--- src/rtl/jump_ctrl_ras.sv ---
// Next-PC select with a circular return-address stack and a post-redirect flush counter.
// Define RAS_CHECK_EN to build the return-address comparator that drives ras_miss.
module jump_ctrl_ras #(
    parameter int AW           = 32,
    parameter int DEPTH        = 8,
    parameter int FLUSH_CYCLES = 2
) (
    input  logic                       clk,
    input  logic                       rst,
    input  logic                       stall,
    input  logic                       Zero,
    input  logic                       Branch,
    input  logic                       BranchNe,
    input  logic                       Jr,
    input  logic                       JrRa,
    input  logic                       Jump,
    input  logic                       Link,
    input  logic [AW-1:0]              pc_plus4,
    input  logic [AW-1:0]              jr_target,
    output logic [1:0]                 JumpOP,
    output logic [AW-1:0]              ras_top,
    output logic                       ras_valid,
    output logic [$clog2(DEPTH+1)-1:0] ras_count,
    output logic                       ras_overflow,
    output logic                       ras_underflow,
    output logic                       flush,
    output logic                       ras_miss
);
    localparam int PW = $clog2(DEPTH);
    localparam int CW = $clog2(DEPTH + 1);
    localparam int FW = (FLUSH_CYCLES > 0) ? $clog2(FLUSH_CYCLES + 1) : 1;

    logic [AW-1:0] mem_q [DEPTH];
    logic [AW-1:0] mem_d [DEPTH];
    logic [PW-1:0] ptr_q, ptr_d;
    logic [CW-1:0] cnt_q, cnt_d;
    logic [FW-1:0] fcnt_q, fcnt_d;
    logic          ovf_q, ovf_d;
    logic          unf_q, unf_d;
    logic          miss_q, miss_d;
    logic          push, pop, redirect, miss_now;

    always_comb begin
        if ((Branch && Zero) || (BranchNe && !Zero)) JumpOP = 2'b01;
        else if (Jr)                                 JumpOP = 2'b10;
        else if (Jump)                               JumpOP = 2'b11;
        else                                         JumpOP = 2'b00;
    end

    assign push     = Link;
    assign pop      = Jr && JrRa;
    assign redirect = (JumpOP != 2'b00);

`ifdef RAS_CHECK_EN
    // An empty-stack pop has no prediction, so it is always a miss.
    assign miss_now = pop && ((cnt_q == '0) || (ras_top != jr_target));
`else
    logic unused_jr_target;
    assign unused_jr_target = ^jr_target;
    assign miss_now = 1'b0;
`endif

    always_comb begin
        mem_d  = mem_q;
        ptr_d  = ptr_q;
        cnt_d  = cnt_q;
        ovf_d  = ovf_q;
        unf_d  = unf_q;
        miss_d = miss_q;
        fcnt_d = fcnt_q;
        if (!stall) begin
            unf_d  = 1'b0;
            miss_d = miss_now;
            if (push && pop && (cnt_q != '0)) begin
                mem_d[ptr_q] = pc_plus4;
            end else if (push) begin
                // When full, ptr+1 is the oldest entry, so wrapping overwrites it.
                mem_d[ptr_q + PW'(1)] = pc_plus4;
                ptr_d = ptr_q + PW'(1);
                if (cnt_q == CW'(DEPTH)) ovf_d = 1'b1;
                else                     cnt_d = cnt_q + CW'(1);
            end else if (pop) begin
                if (cnt_q != '0) begin
                    ptr_d = ptr_q - PW'(1);
                    cnt_d = cnt_q - CW'(1);
                end else begin
                    unf_d = 1'b1;
                end
            end
            if (redirect)            fcnt_d = FW'(FLUSH_CYCLES);
            else if (fcnt_q != '0)   fcnt_d = fcnt_q - FW'(1);
        end
    end

    always_ff @(posedge clk) begin
        if (rst) begin
            ptr_q  <= '0;
            cnt_q  <= '0;
            ovf_q  <= 1'b0;
            unf_q  <= 1'b0;
            miss_q <= 1'b0;
            fcnt_q <= '0;
        end else begin
            ptr_q  <= ptr_d;
            cnt_q  <= cnt_d;
            ovf_q  <= ovf_d;
            unf_q  <= unf_d;
            miss_q <= miss_d;
            fcnt_q <= fcnt_d;
        end
    end

    always_ff @(posedge clk) begin
        mem_q <= mem_d;
    end

    assign ras_top       = (cnt_q == '0) ? '0 : mem_q[ptr_q];
    assign ras_valid     = (cnt_q != '0);
    assign ras_count     = cnt_q;
    assign ras_overflow  = ovf_q;
    assign ras_underflow = unf_q;
    assign flush         = (fcnt_q != '0);
    assign ras_miss      = miss_q;
endmodule
--- config.mk ---
export PLATFORM = sky130hd
export DESIGN_NAME = jump_ctrl_ras
export DESIGN_NICKNAME = d
export VERILOG_FILES = /design/src/rtl/jump_ctrl_ras.sv
export SDC_FILE = /design/constraint.sdc
export NUM_CORES = 1
export LEC_CHECK = 0
export BUFFER_PORTS_ARGS = -buffer_cell sky130_fd_sc_hd__buf_4
export CAP_MARGIN = 40
export CORE_MARGIN = 4
export CORE_UTILIZATION = 55
export CTS_CLUSTER_DIAMETER = 80
export DETAILED_ROUTE_END_ITERATION = 7
export PLACE_DENSITY = 0.74
export SLEW_MARGIN = 15
export SYNTH_ARGS = -nofsm -noshare
export SYNTH_HDL_FRONTEND = slang
export SYNTH_SLANG_ARGS = --single-unit
--- constraint.sdc ---
create_clock -name clk -period 5.83 [get_ports clk]
set_input_delay 1.4575 -clock clk [delete_from_list [all_inputs] [get_ports clk]]
set_output_delay 1.4575 -clock clk [all_outputs]
set_load 0.02 [all_outputs]
# [Word level (Yosys, flattened, before mapping)]
# Cells that the tools add are included.
[word_totals] register_bits=267 inputBits=74 output_inout_bits=43
[op_classes] n_addsub=5 n_lt_le_gt_ge=4 eq_ne=2 mux=28 bitwise_logic=4 n_reduce_logical=22
[op_table] op="256-bit bitwise mux" count=2
[op_table] op="256-bit 2-to-1 mux" count=2
[op_table] op="32-bit demux with 3-bit select" count=2
[op_table] op="32-bit 2-to-1 mux" count=5
[op_table] op="32-bit binary-select mux with 3-bit select" count=1
[op_table] op="4-bit 2-to-1 mux" count=4
[op_table] op="2-bit nonzero test" count=6
[op_table] op="2-bit 2-to-1 mux" count=5
[op_table] op="3-bit 2-to-1 mux" count=3
[op_table] op="4-bit >= comparator, second input constant" count=2
[op_table] op="4-bit by 1-bit less-than comparator with 1-bit output, second input constant" count=2
[op_table] op="3-bit inverter with 4-bit output" count=2
[op_table] op="4-bit AND reduction" count=2
[op_table] op="1-bit logical AND" count=7
[op_table] op="5-bit AND reduction" count=1
[op_table] op="4-bit by 1-bit adder with 4-bit output, second input constant" count=1
[op_table] op="4-bit equality test, second input constant" count=1
[op_table] op="4-bit logical NOT" count=1
[op_table] op="1-bit 2-to-1 mux" count=4
[op_table] op="2-bit AND reduction" count=2
[op_table] op="4-bit nonzero test" count=1
[op_table] op="4-bit by 1-bit subtractor with 4-bit output, second input constant" count=1
[op_table] op="3-bit by 1-bit adder with 3-bit output, second input constant" count=1
[op_table] op="3-bit by 1-bit subtractor with 3-bit output, second input constant" count=1
[op_table] op="other kinds (5)" count=6

# [Logic depth before layout (Yosys ltp)]
# Gate-level depths: netlist of run 1.
[depth] depth_word=9 ltp_mapped=9 ltp_nobuf=6

# [Worst setup path after synthesis of run 1]
# OpenSTA, ideal clock, no wires.
[synth_timing] path_kind="in2reg" start="input port JrRa" end="register mem_q[160] (netlist bit), enable pin" arrival_ps=3782 path_slack_ps=1626 cell_stages=6 path_buffers=2 path_cell_list="and2_1 clkbuf_1 nand3_4 mux2i_1 clkbuf_1 nor2_1"
[synth_via] elab_chain_len=5
[synth_lines] item="from (decl)" line_no="15" rtl="input logic JrRa,"
[synth_lines] item="1-bit logical AND" line_no="51" rtl="assign pop = Jr && JrRa;"
[synth_lines] item="1-bit logical AND (2 in a row)" line_no="74" rtl="if (push && pop && (cnt_q != '0)) begin"
[synth_lines] item="2-bit nonzero test (no line)"
[synth_lines] item="2-bit AND reduction (no line)"
[synth_lines] item="to (signal assigned)" line_no="114" rtl="mem_q <= mem_d;"
[synth_lines] item="to (decl)" line_no="33" rtl="logic [AW-1:0] mem_q [DEPTH];"
# Every way passes these cells.
# A chain may end at the register's enable or synchronous reset.

# [Final worst setup path of run 1]
[layout_timing] start="register ptr_q[0]" end="output port ras_top[16]"
[layout_via] elab_chain_len=5
[layout_lines] item="from (decl)" line_no="35" rtl="logic [PW-1:0] ptr_q, ptr_d;"
[layout_lines] item="from (signal assigned)" line_no="104" rtl="ptr_q <= ptr_d;"
[layout_lines] item="3-bit inverter with 4-bit output (implied by the code)" line_no="117" rtl="assign ras_top = (cnt_q == '0) ? '0 : mem_q[ptr_q];"
[layout_lines] item="32-bit binary-select mux with 3-bit select" line_no="117"
[layout_lines] item="32-bit 2-to-1 mux (implied by the code) (2 in a row)" line_no="117"
[layout_lines] item="32-bit 2-to-1 mux" line_no="117"
[layout_lines] item="to (decl)" line_no="21" rtl="output logic [AW-1:0] ras_top,"
# Every way passes these cells. The select of a mux whose other input is x is not followed.

==> insert_results.sql, run 1 <==
INSERT INTO impl_metrics (metric_group, metric, value, unit) VALUES
('timing', 'slew_violations', '0', ''),
('job', 'drv.max_cap_violation_count', '0', ''),
('timing', 'max_slew_margin', '0.4507', ''),
('route', 'dr_total_vias', '7541', ''),
('placement', 'hpwl_reported_at_the_end_of_detailed_placement', '15600', 'um'),
('synth', 'count_of_synthesis_stage_warnings_from_yosys', '0', ''),
('run_status', 'run_status', 'complete, no violations', ''),
('timing', 'finalSetupViolCount', '0', ''),
('finish', 'layout_utilization', '0.6534', ''),
('synth', 'synth.yosys.seq_area_share', '0.6706', ''),
('synth', 'post_synth_num_cell_types', '45', ''),
('synth', 'syn_area', '11790', 'sq um'),
('route', 'detail_route.vias_per_cell', '6.121', ''),
('floorplanning', 'die_w', '154.4', 'um'),
('clock_tree', 'cts_hold_buf', '0', ''),
('synth', 'synth_seq_cells', '267', ''),
('synth', 'synth_commonest_cells', 'sky130_fd_sc_hd__edfxtp_1 (256), sky130_fd_sc_hd__nor2b_1 (136), sky130_fd_sc_hd__and2_1 (129)', ''),
('grt', 'antenna_found_initial', '0', ''),
('timing', 'fmax', '0.2406', 'GHz'),
('worst_setup_path', 'critical_path.startpoint_type', 'flip-flop', ''),
('floorplanning', 'floorplan.core_area', '21090', 'sq um'),
('power_and_ir_drop', 'max-vdd-ir-drop', '294.9', 'uV'),
('timing', 'grt_setup_unrepaired', 'false', ''),
('worst_setup_path', 'endpoint_kind', 'primary output', ''),
('timing', 'finalCritPeriodShare', '0.7128', ''),
('route', 'dr.pass1.iters', '5', ''),
('clock_tree', 'max-clock-path-buffers', '3', ''),
('route', 'postRouteAntennaNets', '0', ''),
('grt', 'via_count_of_the_first_global_routing_pass', '7570', ''),
('grt', 'grt_start_max_net_pins', '38', ''),
('placement', 'place.port_buffers', '83', ''),
('clock_tree', 'clockRootBuffer', 'sky130_fd_sc_hd__clkbuf_16', ''),
('synth', 'synth-main-ff-cell', 'sky130_fd_sc_hd__edfxtp_1', ''),
('synth', 'avgSynthCellArea', '13.71', 'sq um'),
('synth', 'synth.top_cell.area_share', '0.6519', ''),
('worst_setup_path', 'worstPathMaxFanout', '33', ''),
('finish', 'drive_above_1_share', '0.1860', ''),
('worst_hold_path', 'min-delay-path-class', 'flip-flop to flip-flop', ''),
('power_and_ir_drop', 'p_leak', '4.674', 'nW'),
('worst_setup_path', 'arrival', '2.70', 'ns'),
('clock_tree', 'cts_num_sinks', '267', ''),
('clock_tree', 'clk_transition_reported_paths', '0.06', 'ns'),
('floorplanning', 'initial_core_util', '0.5592', ''),
('timing', 'finClkSkew', '0.01094', 'ns'),
('grt', 'track_usage', '0.2438', ''),
('worst_setup_path', 'worstReg2RegStart', 'ras_count[0]', ''),
('worst_setup_path', 'startpoint', 'ptr_q[0]', ''),
('grt', 'grt.overflow.total', '0', ''),
('synth', 'synth-edff-count', '256', ''),
('worst_setup_path', 'worstSetupPathType', 'flip-flop to primary output', ''),
('floorplanning', 'core.rowCount', '53', ''),
('route', 'route.final.wire_length', '29130', 'um'),
('floorplanning', 'die_area', '23850', 'sq um'),
('finish', 'syn_to_final_growth', '16.85', '%'),
('synth', 'post-synth-top-area-cell', 'sky130_fd_sc_hd__edfxtp_1', ''),
('clock_tree', 'cts_tree', 'built', ''),
('finish', 'antennaDiodeCount', '0', ''),
('worst_setup_path', 'cp.required', '4.37', 'ns'),
('synth', 'synth_cells', '860', ''),
('synth', 'synthMostInstantiatedCell', 'sky130_fd_sc_hd__edfxtp_1', ''),
('route', 'remaining_drc_errors', '0', ''),
('clock_tree', 'cts_setup_buffers', '0', ''),
('finish', 'n_fill_cell', '1548', ''),
('clock_tree', 'clock_latency_on_the_worst_skew_pair', '0.53', 'ns'),
('floorplanning', 'die_height', '154.4', 'um'),
('timing', 'totalNegativeSetupSlack', '0', 'ns'),
('timing', 'finalHoldViolCount', '0', ''),
('route', 'detail_routed_net_length_per_standard_cell', '23.64', 'um'),
('timing', 'post-route-min-period', '4.155', 'ns'),
('clock_tree', 'htree_num_levels', '1', ''),
('power_and_ir_drop', 'power.density', '361.0', 'nW/um^2');
## layout make-up
cell class,count,area (sq um),area share
timing repair buffer,110,885.9,0.06429
clock buffer,29,683.2,0.04958
clock inverter,21,211.5,0.01535
inverter,8,30.03,0.002179
sequential,267,7908,0.5739
tap,275,344.1,0.02497
multi-input combinational,522,3717,0.2698
## worst max-delay path: stages, from the launching register on
cell,delay [ns]
sky130_fd_sc_hd__dfxtp_1,0.59
sky130_fd_sc_hd__inv_1,0.24
sky130_fd_sc_hd__nor3_2,0.18
sky130_fd_sc_hd__buf_4,0.46
sky130_fd_sc_hd__a22oi_1,0.17
sky130_fd_sc_hd__a31oi_1,0.30
sky130_fd_sc_hd__buf_4,0.20
## path summary, 6_finish.rpt
path	endpoint	slack [ns]	depth (start not counted)
setup / recovery	ras_top[16]	1.67	6
hold / removal	ras_overflow	0.48	2
setup reg to reg	mem_q[4]	2.05	7
hold reg to reg	ras_overflow	0.48	2
## power by group
| group | total, W | internal [W] | switching [W] | leakage (nW) |
|---|---|---|---|---|
| Combinational | 0.00102 | 0.000377 | 0.000642 | 1.76 |
| Clock | 0.00174 | 0.00103 | 0.000712 | 0.433 |
| Sequential | 0.00222 | 0.00218 | 0.0000358 | 2.48 |
| Total | 0.00497 | 0.00358 | 0.00139 | 4.67 |
## sequential cells by signal, indices dropped and copies added, names as in the netlist
name           count
fcnt_q             2
mem_q            256
ptr_q              3
ras_count          4
ras_overflow       1
ras_underflow      1
## per-layer routing
metal | track usage | vias up | share of wire
met2 | 0.4176 | 284 | 0.50
met4 | 0.04626 | 0 | 0.013
met5 | 0 | - | 0
met1 | 0.3401 | 3833 | 0.42
li1 | - | 3396 | -
met3 | 0.03274 | 28 | 0.069
## stage by stage
stage | instance area, sq um | worst slack, ns | power, W | cells | hold slack (ns)
4_1_cts | 13780 | 1.637 | 0.005002 | 1232 | 0.4853
2_1_floorplan | 11790 | 1.626 | 0.002845 | 860 | 0.4549
3_3_place_gp | 12790 | 1.513 | 0.003257 | 1178 | 0.4711
3_5_place_dp | 12880 | 1.506 | 0.003279 | 1182 | 0.4716
5_1_grt | 13780 | 1.553 | 0.005154 | 1232 | 0.5167
6_report | 13780 | 1.675 | 0.004974 | 1232 | 0.4793
## logic make-up after synthesis
group | synth area share
AND/OR/NAND/NOR | 0.1660
flip-flops | 0.6706
AO/OA/AOI/OAI | 0.1172
buffers and inverters | 0.02568
multiplexers | 0.01093
adder cells (fa/ha/maj) | 0.007003
XOR/XNOR | 0.002229
other | 0.0003180
## cell usage in the layout (no fill, tap or decap), drive strengths merged, types with 10 or more instances in the layout
cell    count
edfxtp    256
buf       110
and2      129
a221oi     33
nor2b     136
clkinv     13
nor3       11
a31oi      34
dfxtp      11
clkbuf     29
a22oi      64
nor2       19
a22o       32
inv        10
No activity file was read; power rests on OpenSTA's default activity.
==> run 2: changes to the inputs <==
CORE_UTILIZATION = 53   (was 55)
PLACE_DENSITY = 0.75   (was 0.74)
clock period = 3.4 ns   (was 5.83 ns; I/O delays follow)
==> insert_results.sql, run 2 (synthesis gave the netlist of run 1 again) <==
INSERT INTO impl_metrics (metric_group, metric, value, unit) VALUES
('route', 'route.final.wire_length', '29940', 'um'),
('route', 'detail_route.vias_per_cell', '6.109', ''),
('route', 'first_iter_violations', '663', ''),
('grt', 'gr-usage-met2', '0.4164', ''),
('placement', 'final_estimated_routing_congestion_in_global_placement', '0.7422', ''),
('worst_setup_path', 'endpoint_kind', 'primary output', ''),
('floorplanning', 'die_w', '157.2', 'um'),
('placement', 'place_inst', '1201', ''),
('worst_setup_path', 'worstPathCellList', 'nor3b_2, buf_12, a22o_1, a221oi_1, a31oi_1, buf_4', ''),
('finish', 'mostFrequentLayoutCell', 'sky130_fd_sc_hd__edfxtp_1', ''),
('floorplanning', 'floorplan.core_area', '21820', 'sq um'),
('timing', 'finClkSkew', '0.007403', 'ns'),
('grt', 'grt.overflow.total', '0', ''),
('timing', 'finalSetupViolCount', '0', ''),
('floorplanning', 'boundaryPins', '117', ''),
('clock_tree', 'max-clock-path-buffers', '3', ''),
('worst_setup_path', 'worstSetupPathType', 'flip-flop to primary output', ''),
('clock_tree', 'clock_latency_on_the_worst_skew_pair', '0.53', 'ns'),
('worst_setup_path', 'cp.required', '2.55', 'ns'),
('finish', 'drive_above_1_share', '0.1944', ''),
('route', 'remaining_drc_errors', '0', ''),
('worst_setup_path', 'critical_path_buf_inv_count', '2', ''),
('worst_setup_path', 'critical-path-max-stage-delay', '0.49', 'ns'),
('grt', 'grt_start_max_net_pins', '37', ''),
('route', 'detail_routed_net_length_per_standard_cell', '24.01', 'um'),
('job', 'drv.max_cap_violation_count', '0', ''),
('power_and_ir_drop', 'power.density', '598.6', 'nW/um^2'),
('finish', 'n_fill_cell', '1662', ''),
('grt', 'via_count_of_the_first_global_routing_pass', '7642', ''),
('grt', 'grt_pass1_wl', '45490', 'um'),
('run_status', 'run_status', 'complete, no violations', ''),
('grt', 'grt_util_met1', '0.3301', ''),
('timing', 'finalHoldViolCount', '0', ''),
('timing', 'finalCritPeriodShare', '0.9617', ''),
('finish', 'ff_latch_area', '7911', 'sq um'),
('timing', 'totalNegativeSetupSlack', '0', 'ns'),
('grt', 'track_usage', '0.2440', ''),
('route', 'postRouteAntennaNets', '0', ''),
('finish', 'antennaDiodeCount', '0', ''),
('floorplanning', 'die_area', '24700', 'sq um'),
('worst_setup_path', 'worst_path_dominant_cell_family', 'compound AO/OA/AOI/OAI gates', ''),
('worst_setup_path', 'cell_with_the_largest_stage_delay_on_the_worst_path', 'sky130_fd_sc_hd__dfxtp_2', ''),
('clock_tree', 'cts_tree', 'built', ''),
('finish', 'multiInputGateArea', '3717', 'sq um'),
('finish', 'fin_nets', '1030', ''),
('floorplanning', 'core.rowCount', '54', ''),
('route', 'dr.pass1.iters', '5', ''),
('worst_setup_path', 'arrival', '2.42', 'ns'),
('route', 'dr_total_vias', '7618', ''),
('grt', 'antenna_found_initial', '0', ''),
('placement', 'hpwl_reported_at_the_end_of_detailed_placement', '16270', 'um'),
('finish', 'final_cells', '1247', ''),
('grt', 'gr-max-usage-layer', 'met2', ''),
('clock_tree', 'cts_num_sinks', '267', ''),
('clock_tree', 'number_of_buffers_added_by_the_clock_tree_synthesis_step', '27', ''),
('floorplanning', 'die_height', '157.2', 'um'),
('timing', 'fmax', '0.3058', 'GHz'),
('worst_setup_path', 'worstPathMaxFanout', '33', ''),
('worst_setup_path', 'critical_path.startpoint_type', 'flip-flop', ''),
('timing', 'post-route-min-period', '3.270', 'ns'),
('clock_tree', 'clk_transition_reported_paths', '0.06', 'ns'),
('placement', 'place.port_buffers', '83', ''),
('timing', 'slew_violations', '0', ''),
('finish', 'syn_to_final_growth', '17.43', '%'),
('clock_tree', 'htree_num_levels', '1', ''),
('finish', 'layout_common_cells', 'sky130_fd_sc_hd__edfxtp_1 (256), sky130_fd_sc_hd__nor2b_1 (132), sky130_fd_sc_hd__and2_1 (129), sky130_fd_sc_hd__buf_4 (114), sky130_fd_sc_hd__a22oi_1 (64)', ''),
('floorplanning', 'initial_core_util', '0.5404', ''),
('clock_tree', 'clockRootBuffer', 'sky130_fd_sc_hd__clkbuf_16', ''),
('timing', 'tightest_slew', '0.5773', 'ns'),
('timing', 'max_slew_margin', '0.6142', ''),
('worst_hold_path', 'min-delay-path-class', 'flip-flop to flip-flop', ''),
('grt', 'grt_use_met3', '0.03492', ''),
('power_and_ir_drop', 'p_leak', '4.708', 'nW'),
('timing', 'grt_setup_unrepaired', 'false', ''),
('finish', 'max_flop_register', 'mem_q', ''),
('power_and_ir_drop', 'max-vdd-ir-drop', '408.1', 'uV'),
('finish', 'largest_register_ffs', '256', '');
## run 2: metal layers
metal	routed length, um	vias to the layer above	part of all wire
met3	2302	55	0.077
met1	12020	3838	0.40
met2	14950	305	0.50
met4	664	0	0.022
li1	-	3420	-
met5	0	-	0
## run 2: power by group
group / leakage (nW) / switching, W / internal (W)
registers: 2.49 / 0.0000649 / 0.00374
logic: 1.84 / 0.00112 / 0.000685
clock network: 0.384 / 0.00115 / 0.00152
## run 2: cell type report
cell class | count | share of cell area
Timing Repair Buffer | 124 | 0.07626
Tap cell | 280 | 0.02530
Sequential cell | 267 | 0.5713
Multi-Input combinational cell | 522 | 0.2684
Clock buffer | 35 | 0.05096
Clock inverter | 11 | 0.005602
Inverter | 8 | 0.002168
## run 2: repair_timing
action | 4_1_cts | 5_1_grt
cloned | 0 | 0
buffers inserted | 0 | 0
setup endpoints to repair | 2 | 12
resized for setup | 1 | 2
hold buffers | 0 | 0
## run 2: tightest hold or removal path, cell delays in order (launching register included)
cell	delay, ns
sky130_fd_sc_hd__dfxtp_1	0.33
sky130_fd_sc_hd__a31oi_1	0.04
sky130_fd_sc_hd__nor2_1	0.07
## run 2: worst paths after layout
check	start	to	slack, ns	cells after the start
setup / recovery	ptr_q[2]	ras_top[1]	0.13	6
setup reg to reg	ptr_q[0]	mem_q[110]	1.00	6
hold / removal	ras_overflow	ras_overflow	0.48	2
hold reg to reg	ras_overflow	ras_overflow	0.48	2
## run 2: through the flow
step           worst slack, ns  power [W]    util  hold slack [ns]  instance area, sq um
4_1_cts               0.006035   0.008337  0.6344           0.4818                 13850
6_report                0.1303   0.008290  0.6346           0.4783                 13850
2_1_floorplan           0.3319   0.004879       -           0.4549                 11810
3_5_place_dp            0.5360   0.005679  0.5985           0.4684                 13060
3_3_place_gp            0.4892   0.005650  0.5976           0.4596                 13040
5_1_grt                0.01776   0.008614  0.6346           0.5054                 13850
==> run 3: changes to the inputs <==
CELL_PAD_IN_SITES_DETAIL_PLACEMENT = 1   (was not set)
CELL_PAD_IN_SITES_GLOBAL_PLACEMENT = 1   (was not set)
CORE_UTILIZATION = 44   (was 53)
==> insert_results.sql, run 3 (synthesis gave the netlist of run 1 again) <==
INSERT INTO impl_metrics (metric_group, metric, value, unit) VALUES
('run_status', 'run_status', 'complete, no violations', ''),
('worst_setup_path', 'cell_with_the_largest_stage_delay_on_the_worst_path', 'sky130_fd_sc_hd__buf_4', ''),
('clock_tree', 'cts_setup_buffers', '0', ''),
('finish', 'max_flop_register', 'mem_q', ''),
('timing', 'finClkSkew', '0.02049', 'ns'),
('floorplanning', 'initial_core_util', '0.4500', ''),
('floorplanning', 'core.rowCount', '59', ''),
('timing', 'finalCritPeriodShare', '0.9597', ''),
('worst_setup_path', 'cp.required', '2.55', 'ns'),
('worst_setup_path', 'endpoint_kind', 'primary output', ''),
('finish', 'layout_common_cells', 'sky130_fd_sc_hd__edfxtp_1 (256), sky130_fd_sc_hd__nor2b_1 (132), sky130_fd_sc_hd__and2_1 (129), sky130_fd_sc_hd__buf_4 (104), sky130_fd_sc_hd__a22oi_1 (64)', ''),
('grt', 'grt_pass1_wl', '51190', 'um'),
('power_and_ir_drop', 'p_leak', '4.744', 'nW'),
('grt', 'grt.overflow.total', '0', ''),
('finish', 'mostFrequentLayoutCell', 'sky130_fd_sc_hd__edfxtp_1', ''),
('placement', 'post_place_cell_area', '13180', 'sq um'),
('timing', 'grt_setup_unrepaired', 'false', ''),
('clock_tree', 'clk_transition_reported_paths', '0.06', 'ns'),
('finish', 'fin_nets', '1028', ''),
('placement', 'place.port_buffers', '83', ''),
('grt', 'via_count_of_the_first_global_routing_pass', '8433', ''),
('worst_setup_path', 'crit_top_cell', 'sky130_fd_sc_hd__buf_4', ''),
('placement', 'worst_setup_slack_post_dpl', '0.5793', 'ns'),
('worst_setup_path', 'arrival', '2.41', 'ns'),
('timing', 'finalSetupViolCount', '0', ''),
('route', 'detail_routed_net_length_per_standard_cell', '26.39', 'um'),
('job', 'drv.max_cap_violation_count', '0', ''),
('power_and_ir_drop', 'power.density', '612.9', 'nW/um^2'),
('floorplanning', 'floorplan.core_area', '26210', 'sq um'),
('route', 'postRouteAntennaNets', '0', ''),
('route', 'remaining_drc_errors', '0', ''),
('route', 'route.final.wire_length', '34340', 'um'),
('worst_setup_path', 'critical-path-max-stage-delay', '0.38', 'ns'),
('clock_tree', 'cts_tree', 'built', ''),
('finish', 'antennaDiodeCount', '0', ''),
('timing', 'finalHoldViolCount', '0', ''),
('route', 'first_iter_violations', '597', ''),
('worst_setup_path', 'critical_path.startpoint_type', 'flip-flop', ''),
('timing', 'tightest_slew', '0.6338', 'ns'),
('clock_tree', 'number_of_buffers_added_by_the_clock_tree_synthesis_step', '29', ''),
('floorplanning', 'die_w', '171.7', 'um'),
('timing', 'totalNegativeSetupSlack', '0', 'ns'),
('clock_tree', 'clock_latency_on_the_worst_skew_pair', '0.55', 'ns'),
('power_and_ir_drop', 'max-vdd-ir-drop', '465.7', 'uV'),
('placement', 'hpwl_reported_at_the_end_of_detailed_placement', '18940', 'um'),
('timing', 'slew_violations', '0', ''),
('finish', 'multiInputGateArea', '3717', 'sq um'),
('grt', 'track_usage', '0.2326', ''),
('route', 'detail_route.vias_per_cell', '6.003', ''),
('worst_hold_path', 'min-delay-path-class', 'flip-flop to flip-flop', ''),
('clock_tree', 'max-clock-path-buffers', '3', ''),
('worst_setup_path', 'worstPathMaxFanout', '21', ''),
('finish', 'n_fill_cell', '2552', ''),
('worst_setup_path', 'worstPathCellList', 'buf_4, nor3_2, buf_4, a22o_1, a221oi_1, a31oi_1, buf_4', ''),
('finish', 'drive_above_1_share', '0.1946', ''),
('clock_tree', 'clockRootBuffer', 'sky130_fd_sc_hd__clkbuf_16', ''),
('floorplanning', 'boundaryPins', '117', ''),
('placement', 'final_estimated_routing_congestion_in_global_placement', '0.7276', ''),
('grt', 'antenna_found_initial', '1', ''),
('clock_tree', 'cts_num_sinks', '267', ''),
('worst_hold_path', 'hold_path_startpoint', 'ras_overflow', ''),
('timing', 'max_slew_margin', '0.5775', ''),
('finish', 'largest_register_ffs', '256', ''),
('finish', 'syn_to_final_growth', '19.08', '%'),
('timing', 'fmax', '0.3065', 'GHz'),
('worst_setup_path', 'worstReg2RegStart', 'ptr_q[0]', ''),
('floorplanning', 'die_area', '29480', 'sq um'),
('route', 'dr_total_vias', '7810', ''),
('floorplanning', 'die_height', '171.7', 'um'),
('finish', 'post-route-cell-area', '14040', 'sq um'),
('finish', 'ff_latch_area', '7910', 'sq um'),
('worst_setup_path', 'startpoint', 'ptr_q[0]', ''),
('worst_setup_path', 'worstSetupPathType', 'flip-flop to primary output', ''),
('grt', 'grt_start_max_net_pins', '37', ''),
('clock_tree', 'htree_num_levels', '1', ''),
('timing', 'post-route-min-period', '3.263', 'ns'),
('route', 'dr.pass1.iters', '5', ''),
('timing', 'post-route-worst-setup-slack', '0.1372', 'ns');
==> run 3: cell types whose count changed in the layout (fill, tap and decap cells not counted), sizes merged <==
cell	previous run	this run
buf	124	120
clkbuf	35	37
bufinv	1	2
clkinvlp	0	1
inv	9	8
==> run 3: per-stage QoR <==
step,cells,hold WS (ns),total power (W),util
5_1_grt,1301,0.5255,0.008907,0.5358
6_report,1301,0.4960,0.008606,0.5358
2_1_floorplan,860,0.4549,0.004879,-
3_5_place_dp,1252,0.4796,0.005726,0.5027
4_1_cts,1301,0.4941,0.008674,0.5358
3_3_place_gp,1252,0.4554,0.005676,0.5027
==> run 3: power breakdown <==
group | total, W | leakage (nW) | internal (W) | switching [W]
Combinational | 0.00186 | 1.84 | 0.000676 | 0.00119
Clock | 0.00294 | 0.423 | 0.00170 | 0.00124
Sequential | 0.00380 | 2.49 | 0.00374 | 0.0000610
Total | 0.00861 | 4.74 | 0.00612 | 0.00249
==> run 3: final cells by class <==
type                            instances  share of cell area
Sequential cell                       267              0.5633
Clock inverter                         12            0.007752
Timing Repair Buffer                  120             0.07841
Clock buffer                           37             0.05382
Multi-Input combinational cell        522              0.2647
Inverter                                8            0.002138
Tap cell                              335             0.02985
==> run 3: path summary, 6_finish.rpt <==
check / to / slack (ns) / cells after the start
hold / removal: ras_overflow / 0.50 / 2
setup / recovery: ras_top[13] / 0.14 / 7
hold reg to reg: ras_overflow / 0.50 / 2
setup reg to reg: mem_q[27] / 0.97 / 7
==> run 3: layer usage <==
| metal | global-route usage | part of all wire | up-vias | wire, um |
|---|---|---|---|---|
| met3 | 0.03447 | 0.063 | 66 | 2180 |
| met1 | 0.3040 | 0.41 | 4044 | 14190 |
| met4 | 0.06235 | 0.021 | 2 | 732 |
| li1 | - | - | 3409 | - |
| met5 | 0 | 0.00032 | - | 11 |
| met2 | 0.4075 | 0.50 | 289 | 17220 |
==> run 3: critical path: cells and delay by family, from the launching register on <==
family                 cells  cell delay, ns
AOI/OAI and AO/OA          3            0.57
buffers and inverters      3            0.77
DFF                        1            0.31
and+or+nand+nor            1            0.20
==> run 3: what timing repair did <==
item,4_1_cts,5_1_grt
endpoints found under the setup margin,2,0
hold buffers,0,0
resized for setup,2,0
